==> config.mk <==
export PLATFORM = sky130hd
export DESIGN_NAME = multdiv_sequencer
export DESIGN_NICKNAME = d
export VERILOG_FILES = /design/src/rtl/multdiv_sequencer.sv
export SDC_FILE = /design/constraint.sdc
export NUM_CORES = 1
export LEC_CHECK = 0
export CAP_MARGIN = 30
export CELL_PAD_IN_SITES_DETAIL_PLACEMENT = 0
export CELL_PAD_IN_SITES_GLOBAL_PLACEMENT = 2
export CORE_ASPECT_RATIO = 0.6
export CORE_UTILIZATION = 25
export DETAILED_ROUTE_END_ITERATION = 16
export PLACE_DENSITY = 0.9
export SLEW_MARGIN = 10
export SYNTH_ARGS = -nofsm -noshare
export SYNTH_HDL_FRONTEND = slang
export SYNTH_SLANG_ARGS = --single-unit
==> constraint.sdc <==
create_clock -name clock -period 5.4 [get_ports clock]
set_input_delay 0.81 -clock clock [delete_from_list [all_inputs] [get_ports clock]]
set_output_delay 0.81 -clock clock [all_outputs]
set_load 0.05 [all_outputs]
==> src/rtl/multdiv_sequencer.sv <==
// multdiv_sequencer: execute-stage controller for the shared multi-cycle
// multdiv unit. It latches operands, fires one start pulse, holds the
// pipeline stall while the unit works (bounded by a timeout) and then
// presents the result or the $rstatus error code for exactly one cycle.
module multdiv_sequencer #(
  parameter int WIDTH      = 32,
  parameter int MAX_CYCLES = 40,
  parameter int CNT_W      = 6,
  parameter int MUL_ERR    = 4,
  parameter int DIV_ERR    = 5
) (
  input  logic             clock,
  input  logic             reset,
  input  logic             x_is_mul,
  input  logic             x_is_div,
  input  logic             flush,
  input  logic [WIDTH-1:0] x_opA,
  input  logic [WIDTH-1:0] x_opB,
  output logic             md_ctrl_MULT,
  output logic             md_ctrl_DIV,
  output logic [WIDTH-1:0] md_operandA,
  output logic [WIDTH-1:0] md_operandB,
  input  logic [WIDTH-1:0] md_result,
  input  logic             md_exception,
  input  logic             md_resultRDY,
  output logic             stall,
  output logic             res_valid,
  output logic [WIDTH-1:0] res_data,
  output logic             res_exc
);

  typedef enum logic [1:0] {
    ST_IDLE  = 2'd0,
    ST_START = 2'd1,
    ST_BUSY  = 2'd2,
    ST_DONE  = 2'd3
  } state_t;

  localparam logic [CNT_W-1:0] CNT_LAST = CNT_W'(MAX_CYCLES - 1);

  // Error code written to $rstatus depends on which operation failed.
  function automatic logic [WIDTH-1:0] err_code(input logic is_mul);
    logic [WIDTH-1:0] code;
    if (is_mul) begin
      code = WIDTH'(MUL_ERR);
    end else begin
      code = WIDTH'(DIV_ERR);
    end
    return code;
  endfunction

  state_t           state_q, state_d;
  logic [CNT_W-1:0] cnt_q, cnt_d;
  logic [WIDTH-1:0] opa_q, opa_d;
  logic [WIDTH-1:0] opb_q, opb_d;
  logic             is_mul_q, is_mul_d;
  logic             mult_q, mult_d;
  logic             div_q, div_d;
  logic             valid_q, valid_d;
  logic             exc_q, exc_d;
  logic [WIDTH-1:0] data_q, data_d;
  logic             req_s;

  // A request is any mul/div in X that is not being squashed.
  assign req_s = (x_is_mul | x_is_div) & ~flush;

  // Next-state and output decode; every output is taken from a register so
  // the start pulse and the result strobe are glitch-free single cycles.
  always_comb begin
    state_d  = state_q;
    cnt_d    = cnt_q;
    opa_d    = opa_q;
    opb_d    = opb_q;
    is_mul_d = is_mul_q;
    mult_d   = 1'b0;
    div_d    = 1'b0;
    valid_d  = 1'b0;
    exc_d    = exc_q;
    data_d   = data_q;
    case (state_q)
      ST_IDLE: begin
        if (req_s) begin
          // mul wins when both decode lines are high
          state_d  = ST_START;
          opa_d    = x_opA;
          opb_d    = x_opB;
          is_mul_d = x_is_mul;
          mult_d   = x_is_mul;
          div_d    = ~x_is_mul;
        end else begin
          state_d = ST_IDLE;
        end
      end
      ST_START: begin
        // RDY/exception may be stale from a previous op here, so ignore them
        cnt_d = {CNT_W{1'b0}};
        if (flush) begin
          state_d = ST_IDLE;
        end else begin
          state_d = ST_BUSY;
        end
      end
      ST_BUSY: begin
        if (flush) begin
          state_d = ST_IDLE;
          cnt_d   = {CNT_W{1'b0}};
        end else begin
          cnt_d = cnt_q + {{(CNT_W-1){1'b0}}, 1'b1};
          if (md_exception) begin
            state_d = ST_DONE;
            valid_d = 1'b1;
            exc_d   = 1'b1;
            data_d  = err_code(is_mul_q);
          end else if (md_resultRDY) begin
            state_d = ST_DONE;
            valid_d = 1'b1;
            exc_d   = 1'b0;
            data_d  = md_result;
          end else if (cnt_q == CNT_LAST) begin
            // unit never answered: report it as an exception of this op
            state_d = ST_DONE;
            valid_d = 1'b1;
            exc_d   = 1'b1;
            data_d  = err_code(is_mul_q);
          end else begin
            state_d = ST_BUSY;
          end
        end
      end
      ST_DONE: begin
        state_d = ST_IDLE;
        cnt_d   = {CNT_W{1'b0}};
      end
      default: begin
        state_d = ST_IDLE;
        cnt_d   = {CNT_W{1'b0}};
      end
    endcase
  end

  // State and output registers with asynchronous clear.
  always_ff @(posedge clock or posedge reset) begin
    if (reset) begin
      state_q  <= ST_IDLE;
      cnt_q    <= {CNT_W{1'b0}};
      opa_q    <= {WIDTH{1'b0}};
      opb_q    <= {WIDTH{1'b0}};
      is_mul_q <= 1'b0;
      mult_q   <= 1'b0;
      div_q    <= 1'b0;
      valid_q  <= 1'b0;
      exc_q    <= 1'b0;
      data_q   <= {WIDTH{1'b0}};
    end else begin
      state_q  <= state_d;
      cnt_q    <= cnt_d;
      opa_q    <= opa_d;
      opb_q    <= opb_d;
      is_mul_q <= is_mul_d;
      mult_q   <= mult_d;
      div_q    <= div_d;
      valid_q  <= valid_d;
      exc_q    <= exc_d;
      data_q   <= data_d;
    end
  end

  // Stall covers the request cycle plus START/BUSY; DONE lets X advance.
  assign stall = ~reset & (((state_q == ST_IDLE) & req_s) |
                           (state_q == ST_START) |
                           (state_q == ST_BUSY));

  assign md_ctrl_MULT = mult_q;
  assign md_ctrl_DIV  = div_q;
  assign md_operandA  = opa_q;
  assign md_operandB  = opb_q;
  assign res_valid    = valid_q;
  assign res_data     = data_q;
  assign res_exc      = exc_q;

endmodule

==> results of run 1 <==
sequential cells by signal, indices dropped and copies added (netlist names):
name and cells:
md_operandA 32, md_operandB 32, res_data 32, cnt_q 6, state_q 2, is_mul_q 1, md_ctrl_DIV 1, md_ctrl_MULT 1
res_exc 1, res_valid 1
logic make-up after synthesis:
family	after synthesis	synth area share (%)
AND/OR/NAND/NOR	216	20.7
flip-flops	109	65.5
AO/OA/AOI/OAI	50	9.16
buffers and inverters	24	3.72
XOR/XNOR	2	0.420
multiplexers	1	0.270
adder cells (fa/ha/maj)	1	0.300
cell usage in the layout (no fill, tap or decap), drive strengths merged, types with 2 or more instances in the layout:
| master | instances |
|---|---|
| clkdlybuf4s50 | 203 |
| nand2 | 198 |
| dfrtp | 109 |
| a22o | 31 |
| clkbuf | 10 |
| o21ai | 10 |
| nor2 | 8 |
| buf | 5 |
| inv | 5 |
| a21oi | 3 |
| clkinv | 3 |
| nand4 | 2 |
| a31oi | 2 |
synth_stat cells, drive strengths merged:
| master | instances |
|---|---|
| nor3 | 1 |
| clkbuf | 3 |
| nand2 | 198 |
| a31oi | 2 |
| or3b | 1 |
| a21o | 1 |
| buf | 19 |
| a21oi | 3 |
| inv | 2 |
| dfrtp | 109 |
| nor3b | 1 |
| and3 | 1 |
| xnor2 | 1 |
| ha | 1 |
| o32a | 1 |
| a22o | 31 |
| xor2 | 1 |
| o21a | 1 |
| nand2b | 1 |
| nand4 | 2 |
| and2 | 1 |
| nand4b | 1 |
| o21bai | 1 |
| o21ai | 10 |
| nand3 | 1 |
| mux2 | 1 |
| nor2 | 8 |
per-layer routing:
layer	GRT usage (%)	part of all wire, %	up-vias	wire [um]
met5	0	0	-	0
met4	3.15	0.68	0	80
met1	18.7	48	1687	5640
met2	20.7	42	151	4920
met3	5.58	9.3	5	1090
li1	-	-	1688	-
worst paths after layout:
check | from | to | slack [ps] | cells after the start
worst max-delay path | flush | stall | 1700 | 5
worst min-delay path | md_operandA[27]$_DFFE_PP0P_ | md_operandA[27]$_DFFE_PP0P_ | 480 | 2
worst max register to register | state_q[1]$_DFF_PP0_ | md_operandB[8]$_DFFE_PP0P_ | 3070 | 5
worst min register to register | md_operandA[27]$_DFFE_PP0P_ | md_operandA[27]$_DFFE_PP0P_ | 480 | 2
max in group asynchronous | reset | res_valid$_DFF_PP0_ | 3460 | 4
min in group asynchronous | reset | res_data[9]$_DFFE_PP0P_ | 880 | 2
worst register-to-register path, cell delays in order, from the launching register on:
cell                      delay [ps]
sky130_fd_sc_hd__dfrtp_1         430
sky130_fd_sc_hd__nor3_1          500
sky130_fd_sc_hd__o21a_2          650
sky130_fd_sc_hd__buf_4           480
sky130_fd_sc_hd__nand2_1         120
sky130_fd_sc_hd__nand2_1          80
through the flow:
step | worst slack, ps | hold WS (ps) | instances | util [%]
detailed placement | 1710 | 462 | 817 | 39.5
floorplan | 1720 | 450 | 403 | -
finish | 1700 | 477 | 833 | 41.3
global route | 1630 | 490 | 833 | 41.3
global placement | 1760 | 457 | 815 | 39.2
CTS | 1710 | 482 | 833 | 41.3
cell type report:
cell class	instances	area [sq um]
clock buffer	10	239
clock inverter	6	53.8
fill	1585	9550
inverter	2	10.0
multi-input combinational	270	1300
sequential	109	2730
tap	228	285
timing repair buffer	208	2100
report_power, final:
group          total, mW  switching (mW)  internal [mW]
clock              0.650           0.315          0.335
sequential          1.35           0.194           1.15
combinational       2.41            1.62          0.787
total               4.41            2.13           2.28
==> out/metrics.json, run 1 <==
{
  "outcome": "complete, no violations",
  "weighted_congestion_at_the_end_of_routability_driven_global_placement": 0.787,
  "cp-start-kind": "input pin",
  "drt_first_pass_iters": 4,
  "max_cap_violations": 0,
  "worst_ir_drop_vdd_mv": 0.289,
  "cells_along_the_critical_path": "clkdlybuf4s50_1 -> nor3_1 -> o21ai_4 -> a21oi_1 -> clkdlybuf4s50_1",
  "worst_skew_late_latency_ps": 340,
  "cts.repair_timing.setup_buffer_count": 0,
  "worst_slew_margin_rel_pct": 51.9,
  "cts.hold.buffers_added": 0,
  "yosysTopAreaCell": "sky130_fd_sc_hd__dfrtp_1",
  "fmaxAchievable_ghz": 0.270,
  "initial_utilization_pct": 25.6,
  "routed_wire_length_per_instance_um": 14.1,
  "cells_taking_the_most_area_after_synthesis": "sky130_fd_sc_hd__dfrtp_1 (65%), sky130_fd_sc_hd__nand2_1 (18%), sky130_fd_sc_hd__a22o_1 (6.5%)",
  "cts_resized": 0,
  "fp-row-count": 36,
  "timing.final.hold_violations": 0,
  "vias_per_cell": 4.24,
  "place_hpwl_mm": 8.22,
  "max_slew.worst_pin.slew_ps": 722,
  "antenna_found_initial": 0,
  "cts_root_buf": "sky130_fd_sc_hd__clkbuf_16",
  "critical-path-max-stage-delay_ps": 820,
  "insertedDiodeCount": 0,
  "critical_path_class": "in2out",
  "cellLeakagePower_nw": 3.15,
  "ctsLongestPathBuffers": 2,
  "timing.critical_path.mode_cell": "sky130_fd_sc_hd__clkdlybuf4s50_1",
  "via_count": 3531,
  "synth_cells": 403,
  "synth_seq_cells": 109,
  "detail_route.drc_violations": 0,
  "design_area_sq_um": 6710,
  "grt_max_degree": 66,
  "core_area_sq_um": 16300,
  "finalNetCount": 704,
  "die_height_um": 102,
  "syn_nets": 507,
  "syn_to_final_growth_pct": 61.1,
  "critPathCaptureType": "primary output",
  "worst_path_max_delay_cell": "sky130_fd_sc_hd__clkdlybuf4s50_1",
  "synth-seq-area-share_pct": 65.5,
  "totalPowerFinal_mw": 4.41,
  "netlist.area_leader.share_pct": 65.5,
  "cts-buffers-inserted": 9,
  "rsz0062_at_grt": "no",
  "place_area_sq_um": 6420,
  "timing.final.max_slew_violations": 0,
  "first_global_vias": 3524,
  "synth_cell_type_count": 32,
  "layout_cell_share_with_drive_strength_beyond_1_pct": 4.30,
  "yosys_warnings": 0,
  "wirelength_mm": 11.7,
  "grt_usage_pct": 13.8,
  "grt_overflow": 0,
  "number_of_endpoints_failing_setup_at_the_final_stage": 0,
  "worst_ep_arrival_time_ps": 2890,
  "htree_levels": 3,
  "drt.antenna.violating_nets": 0,
  "maximum_fanout_along_the_worst_path": 4,
  "tritoncts_num_sinks": 109,
  "setup_total_negative_slack_ps": 0,
  "required_ps": 4590,
  "synth_area_per_cell_sq_um": 10.3,
  "ioPinCount": 204,
  "worst_clock_skew_ps": 5.97,
  "p_per_area_nw_per_um2": 656,
  "dr.first_iter.drc_count": 105,
  "critPathTopFamily": "buffers and inverters",
  "min_clock_period_post_route_ps": 3700,
  "portBuffers": 203,
  "die-area_sq_um": 17200,
  "netlist_area_sq_um": 4170,
  "critical_path.n_buffers_inverters": 2,
  "clkTransAtPathRegs_ps": 70,
  "min_period_over_period_pct": 68.6,
  "die-width_um": 169,
  "grt_pass1_wl_mm": 18.6,
  "clock_tree_from_tritoncts": "done",
  "worstHoldPathType": "reg2reg"
}
No activity file was read; power rests on OpenSTA's default activity.
==> inputs of run 2 (changes only) <==
CORE_UTILIZATION = 21   (was 25)
PLACE_DENSITY = 0.81   (was 0.9)
clock period = 3 ns   (was 5.4 ns; I/O delays follow)
==> run 2 against run 1 <==
Effect of this change:
- register-to-register slack got worse by 2000 ps
- total power increased by 81%
- first-iteration DRC count is 79% higher
- die area is 19% higher
- final cell count is 4.7% higher
- non-clock buffer count up 1
- flip-flop and latch count is the same
- combinational power is 80% higher
- via count decreased by 1.5%
- critical path type unchanged
- critical endpoint unchanged
- highest routed layer unchanged
==> out/metrics.json, run 2 (synthesized netlist as in run 1, its figures left out) <==
{
  "outcome": "complete, no violations",
  "routed_wire_length_per_instance_um": 13.6,
  "vias_per_cell": 3.99,
  "cts.repair_timing.setup_buffer_count": 0,
  "first_global_vias": 3622,
  "ioPinCount": 204,
  "maximum_fanout_along_the_worst_path": 4,
  "worstHoldPathType": "in2async",
  "rsz0062_at_grt": "no",
  "cts-buffers-inserted": 9,
  "antenna_found_initial": 0,
  "place_hpwl_mm": 8.23,
  "fp-row-count": 39,
  "min_period_over_period_pct": 81.0,
  "min_clock_period_post_route_ps": 2430,
  "power.sequential.fraction_pct": 30.5,
  "fmaxAchievable_ghz": 0.412,
  "via_count": 3478,
  "worst_skew_late_latency_ps": 350,
  "die_height_um": 111,
  "critical_path_class": "in2out",
  "portBuffers": 203,
  "share_of_power_burned_in_combinational_logic_pct": 54.4,
  "max_cap_violations": 0,
  "clkTransAtPathRegs_ps": 70,
  "cellLeakagePower_nw": 3.15,
  "syn_to_final_growth_pct": 63.3,
  "dr.first_iter.drc_count": 188,
  "cp-start-kind": "input pin",
  "timing.final.hold_violations": 0,
  "htree_levels": 3,
  "worst_ir_drop_vdd_mv": 0.478,
  "p_per_area_nw_per_um2": 1170,
  "cts.hold.buffers_added": 0,
  "timing.final.max_slew_violations": 0,
  "mostFrequentLayoutCells": "sky130_fd_sc_hd__clkdlybuf4s50_1 (202), sky130_fd_sc_hd__nand2_1 (198), sky130_fd_sc_hd__dfrtp_1 (109)",
  "setup_total_negative_slack_ps": 0,
  "max_slew.worst_pin.slew_ps": 709,
  "cts_root_buf": "sky130_fd_sc_hd__clkbuf_16",
  "initial_utilization_pct": 21.7,
  "share_clk_of_total_power_pct": 15.2,
  "insertedDiodeCount": 0,
  "critPathCaptureType": "primary output",
  "ctsLongestPathBuffers": 2,
  "die-area_sq_um": 20400,
  "required_ps": 2550,
  "mostFrequentLayoutCell": "sky130_fd_sc_hd__clkdlybuf4s50_1",
  "grt_usage_pct": 12.1,
  "place_area_sq_um": 6480,
  "cts_resized": 0,
  "weighted_congestion_at_the_end_of_routability_driven_global_placement": 0.733,
  "clock_tree_from_tritoncts": "done",
  "drt_first_pass_iters": 4,
  "worst_clock_skew_ps": 4.10,
  "worst_ep_arrival_time_ps": 1980,
  "power_switching_mw": 3.82,
  "grt_overflow": 0,
  "worst_slew_margin_rel_pct": 52.8,
  "grt_pass1_wl_mm": 19.4,
  "drt.antenna.violating_nets": 0,
  "detail_route.drc_violations": 0,
  "number_of_endpoints_failing_setup_at_the_final_stage": 0,
  "die-width_um": 184,
  "grt_max_degree": 66,
  "p_sw_share_pct": 47.9,
  "wirelength_mm": 11.8,
  "design_area_sq_um": 6810,
  "finalNetCount": 705,
  "p_int_mw": 4.16,
  "tritoncts_num_sinks": 109,
  "layout_cell_share_with_drive_strength_beyond_1_pct": 4.62,
  "core_area_sq_um": 19200
}
==> run 2: power by group through the flow <==
stage | sequential (mW) | clock [mW] | combinational (mW)
after floorplan | 4.49 | 0 | 0.721
after global placement | 2.43 | 0 | 4.36
after detailed placement | 2.45 | 0 | 4.37
after CTS | 2.44 | 1.28 | 4.39
after global routing | 2.51 | 1.34 | 4.57
final | 2.43 | 1.21 | 4.34
==> run 2: through the flow <==
stage,util [%],setup slack (ps),std cells,power (mW),hold slack (ps)
floorplan,-,682,403,5.21,450
global placement,33.7,612,855,6.79,457
detailed placement,33.7,593,855,6.83,462
CTS,35.3,583,871,8.10,479
global route,35.4,442,872,8.43,396
finish,35.4,570,872,7.99,394
==> run 2: layout make-up <==
class	count	area (sq um)
Fill cell	1935	12400
Sequential cell	109	2730
Timing Repair Buffer	209	2140
Multi-Input combinational cell	270	1300
Tap cell	266	333
Clock buffer	9	225
Clock inverter	7	75.1
Inverter	2	11.3
==> run 2: worst paths after layout <==
check                                      startpoint                          end  slack [ps]  depth (start not counted)
max                                             flush                        stall         570                          5
min                                             reset         state_q[0]$_DFF_PP0_         390                          2
max reg2reg                      cnt_q[0]$_DFFE_PP0P_     res_data[31]$_DFFE_PP0P_        1110                          6
min reg2reg                md_operandB[9]$_DFFE_PP0P_   md_operandB[9]$_DFFE_PP0P_         470                          2
max in group asynchronous                       reset  md_operandA[14]$_DFFE_PP0P_        2130                          3
min in group clock         md_operandB[9]$_DFFE_PP0P_   md_operandB[9]$_DFFE_PP0P_         470                          2
==> run 2: critical path: stages <==
cell,delay (ps)
sky130_fd_sc_hd__clkdlybuf4s50_1,480
sky130_fd_sc_hd__nor3_1,520
sky130_fd_sc_hd__o21ai_4,110
sky130_fd_sc_hd__a21oi_1,250
sky130_fd_sc_hd__buf_12,170
==> run 2: metal layers <==
layer | vias up | share of wire, % | global-route usage [%]
li1 | 1701 | - | -
met1 | 1652 | 49 | 16.4
met5 | - | 0 | 0
met4 | 0 | 1.0 | 3.17
met2 | 117 | 43 | 17.9
met3 | 8 | 6.8 | 4.60
==> inputs of run 3 (changes only) <==
CORE_UTILIZATION = 23   (was 21)
PLACE_DENSITY = 0.84   (was 0.81)
clock period = 2.5 ns   (was 3 ns; I/O delays follow)
==> run 3 against run 2 <==
Effect of this change:
- sequential power rose by 20%
- wire length increased by 0.78%
- utilization increased by 3.2 points
- critical path depth grew 1
- count of clock-buffer cells in the layout rose by 1
- critical path type unchanged
- critical endpoint unchanged
- largest cell class unchanged
- largest power group unchanged
==> out/metrics.json, run 3 (synthesized netlist as in run 1, its figures left out) <==
{
  "outcome": "complete, no violations",
  "ctsLongestPathBuffers": 2,
  "core_area_sq_um": 17400,
  "fp-row-count": 37,
  "cts-buffers-inserted": 9,
  "setup_total_negative_slack_ps": 0,
  "p_per_area_nw_per_um2": 1420,
  "finalNetCount": 705,
  "worst_ir_drop_vdd_mv": 0.669,
  "mostFrequentLayoutCell": "sky130_fd_sc_hd__clkdlybuf4s50_1",
  "first_global_vias": 3616,
  "wirelength_mm": 11.9,
  "min_period_over_period_pct": 85.7,
  "weighted_congestion_at_the_end_of_routability_driven_global_placement": 0.798,
  "cellLeakagePower_nw": 3.15,
  "routed_wire_length_per_instance_um": 14.2,
  "reg2reg_slack_ps": 760,
  "layout_cell_share_with_drive_strength_beyond_1_pct": 4.46,
  "rsz0062_at_grt": "no",
  "die_height_um": 106,
  "vias_per_cell": 4.22,
  "htree_levels": 3,
  "insertedDiodeCount": 0,
  "place_hpwl_mm": 8.20,
  "antenna_found_initial": 0,
  "startpoint": "flush",
  "cts.hold.buffers_added": 0,
  "die-width_um": 176,
  "grt_overflow": 0,
  "clkTransAtPathRegs_ps": 70,
  "cts_resized": 0,
  "timing.final.max_slew_violations": 0,
  "number_of_endpoints_failing_setup_at_the_final_stage": 0,
  "fmaxAchievable_ghz": 0.467,
  "cp-start-kind": "input pin",
  "worstHoldPathType": "in2async",
  "portBuffers": 203,
  "initial_utilization_pct": 23.9,
  "grt_max_degree": 100,
  "detail_route.drc_violations": 0,
  "required_ps": 2120,
  "mostFrequentLayoutCells": "sky130_fd_sc_hd__clkdlybuf4s50_1 (202), sky130_fd_sc_hd__nand2_1 (198), sky130_fd_sc_hd__dfrtp_1 (109)",
  "max_cap_violations": 0,
  "grt_pass1_wl_mm": 19.3,
  "via_count": 3545,
  "drt.antenna.violating_nets": 0,
  "critical_path_class": "in2out",
  "rr_worst_depth": 3,
  "worst_slew_margin_rel_pct": 50.3,
  "min_clock_period_post_route_ps": 2140,
  "die-area_sq_um": 18700,
  "worst_r2r_endpoint": "res_data[8]$_DFFE_PP0P_",
  "cts.repair_timing.setup_buffer_count": 0,
  "drt_first_pass_iters": 7,
  "critPathCaptureType": "primary output",
  "grt_usage_pct": 13.2,
  "timing.final.hold_violations": 0,
  "cts_root_buf": "sky130_fd_sc_hd__clkbuf_16",
  "clock_tree_from_tritoncts": "done",
  "max_slew.worst_pin.slew_ps": 745,
  "worst_skew_late_latency_ps": 350,
  "dr.first_iter.drc_count": 189,
  "worst_ep_arrival_time_ps": 1770,
  "syn_to_final_growth_pct": 61.4,
  "tritoncts_num_sinks": 109,
  "maximum_fanout_along_the_worst_path": 4,
  "worst_clock_skew_ps": 17.6,
  "r2r-start": "state_q[0]$_DFF_PP0_",
  "critical_path.endpoint": "stall",
  "ioPinCount": 204,
  "finalHoldWorstSlack_ps": 355
}
-- run 3: cell count changes in the layout (fill, tap and decap cells not counted), sizes merged --
cell,change
clkinv,+1
clkbuf,+1
clkinvlp,-3
inv,+2
bufinv,-1
-- run 3: final cells by class --
type	count	area (sq um)
Clock inverter	6	53.8
Inverter	2	11.3
Timing Repair Buffer	209	2110
Multi-Input combinational cell	270	1300
Clock buffer	10	229
Tap cell	234	293
Sequential cell	109	2730
Fill cell	1707	10700
-- run 3: report_power, final --
group          leakage, nW  internal (mW)  switching, mW
registers             1.39           2.49          0.424
logic                 1.62           1.72           3.50
clock network        0.141          0.698          0.688
total                 3.15           4.91           4.61
-- run 3: metal layers --
layer | share of wire (%) | GRT usage (%) | vias up
met4 | 0.60 | 3.17 | 0
met5 | 0 | 0 | -
met1 | 48 | 17.8 | 1710
met2 | 41 | 19.5 | 138
li1 | - | - | 1693
met3 | 9.5 | 5.29 | 4
-- run 3: per-stage QoR --
step	power, mW	worst slack, ps	cell area (sq um)	util, %	cells
after floorplan	6.25	310	4170	-	403
after global placement	8.14	355	6440	37.0	824
after detailed placement	8.20	299	6440	37.0	824
after CTS	9.66	346	6720	38.6	840
after global routing	10.0	306	6720	38.6	840
final	9.52	358	6720	38.6	840
-- run 3: worst min-delay path by stage --
stage,endpoint,slack (ps),cells after the start
final,cnt_q[4]$_DFFE_PP0P_,350,2
after global routing,cnt_q[4]$_DFFE_PP0P_,380,2
after CTS,cnt_q[4]$_DFFE_PP0P_,340,2
after detailed placement,md_operandA[3]$_DFFE_PP0P_,460,2
after global placement,md_operandB[12]$_DFFE_PP0P_,460,2
after floorplan,md_ctrl_DIV$_DFF_PP0_,440,1
-- run 3: worst max-delay path: stages --
cell                              delay (ps)
sky130_fd_sc_hd__clkdlybuf4s50_1         480
sky130_fd_sc_hd__nor3_1                  260
sky130_fd_sc_hd__buf_4                   180
sky130_fd_sc_hd__o21ai_4                  60
sky130_fd_sc_hd__a21oi_1                 240
sky130_fd_sc_hd__buf_12                  180
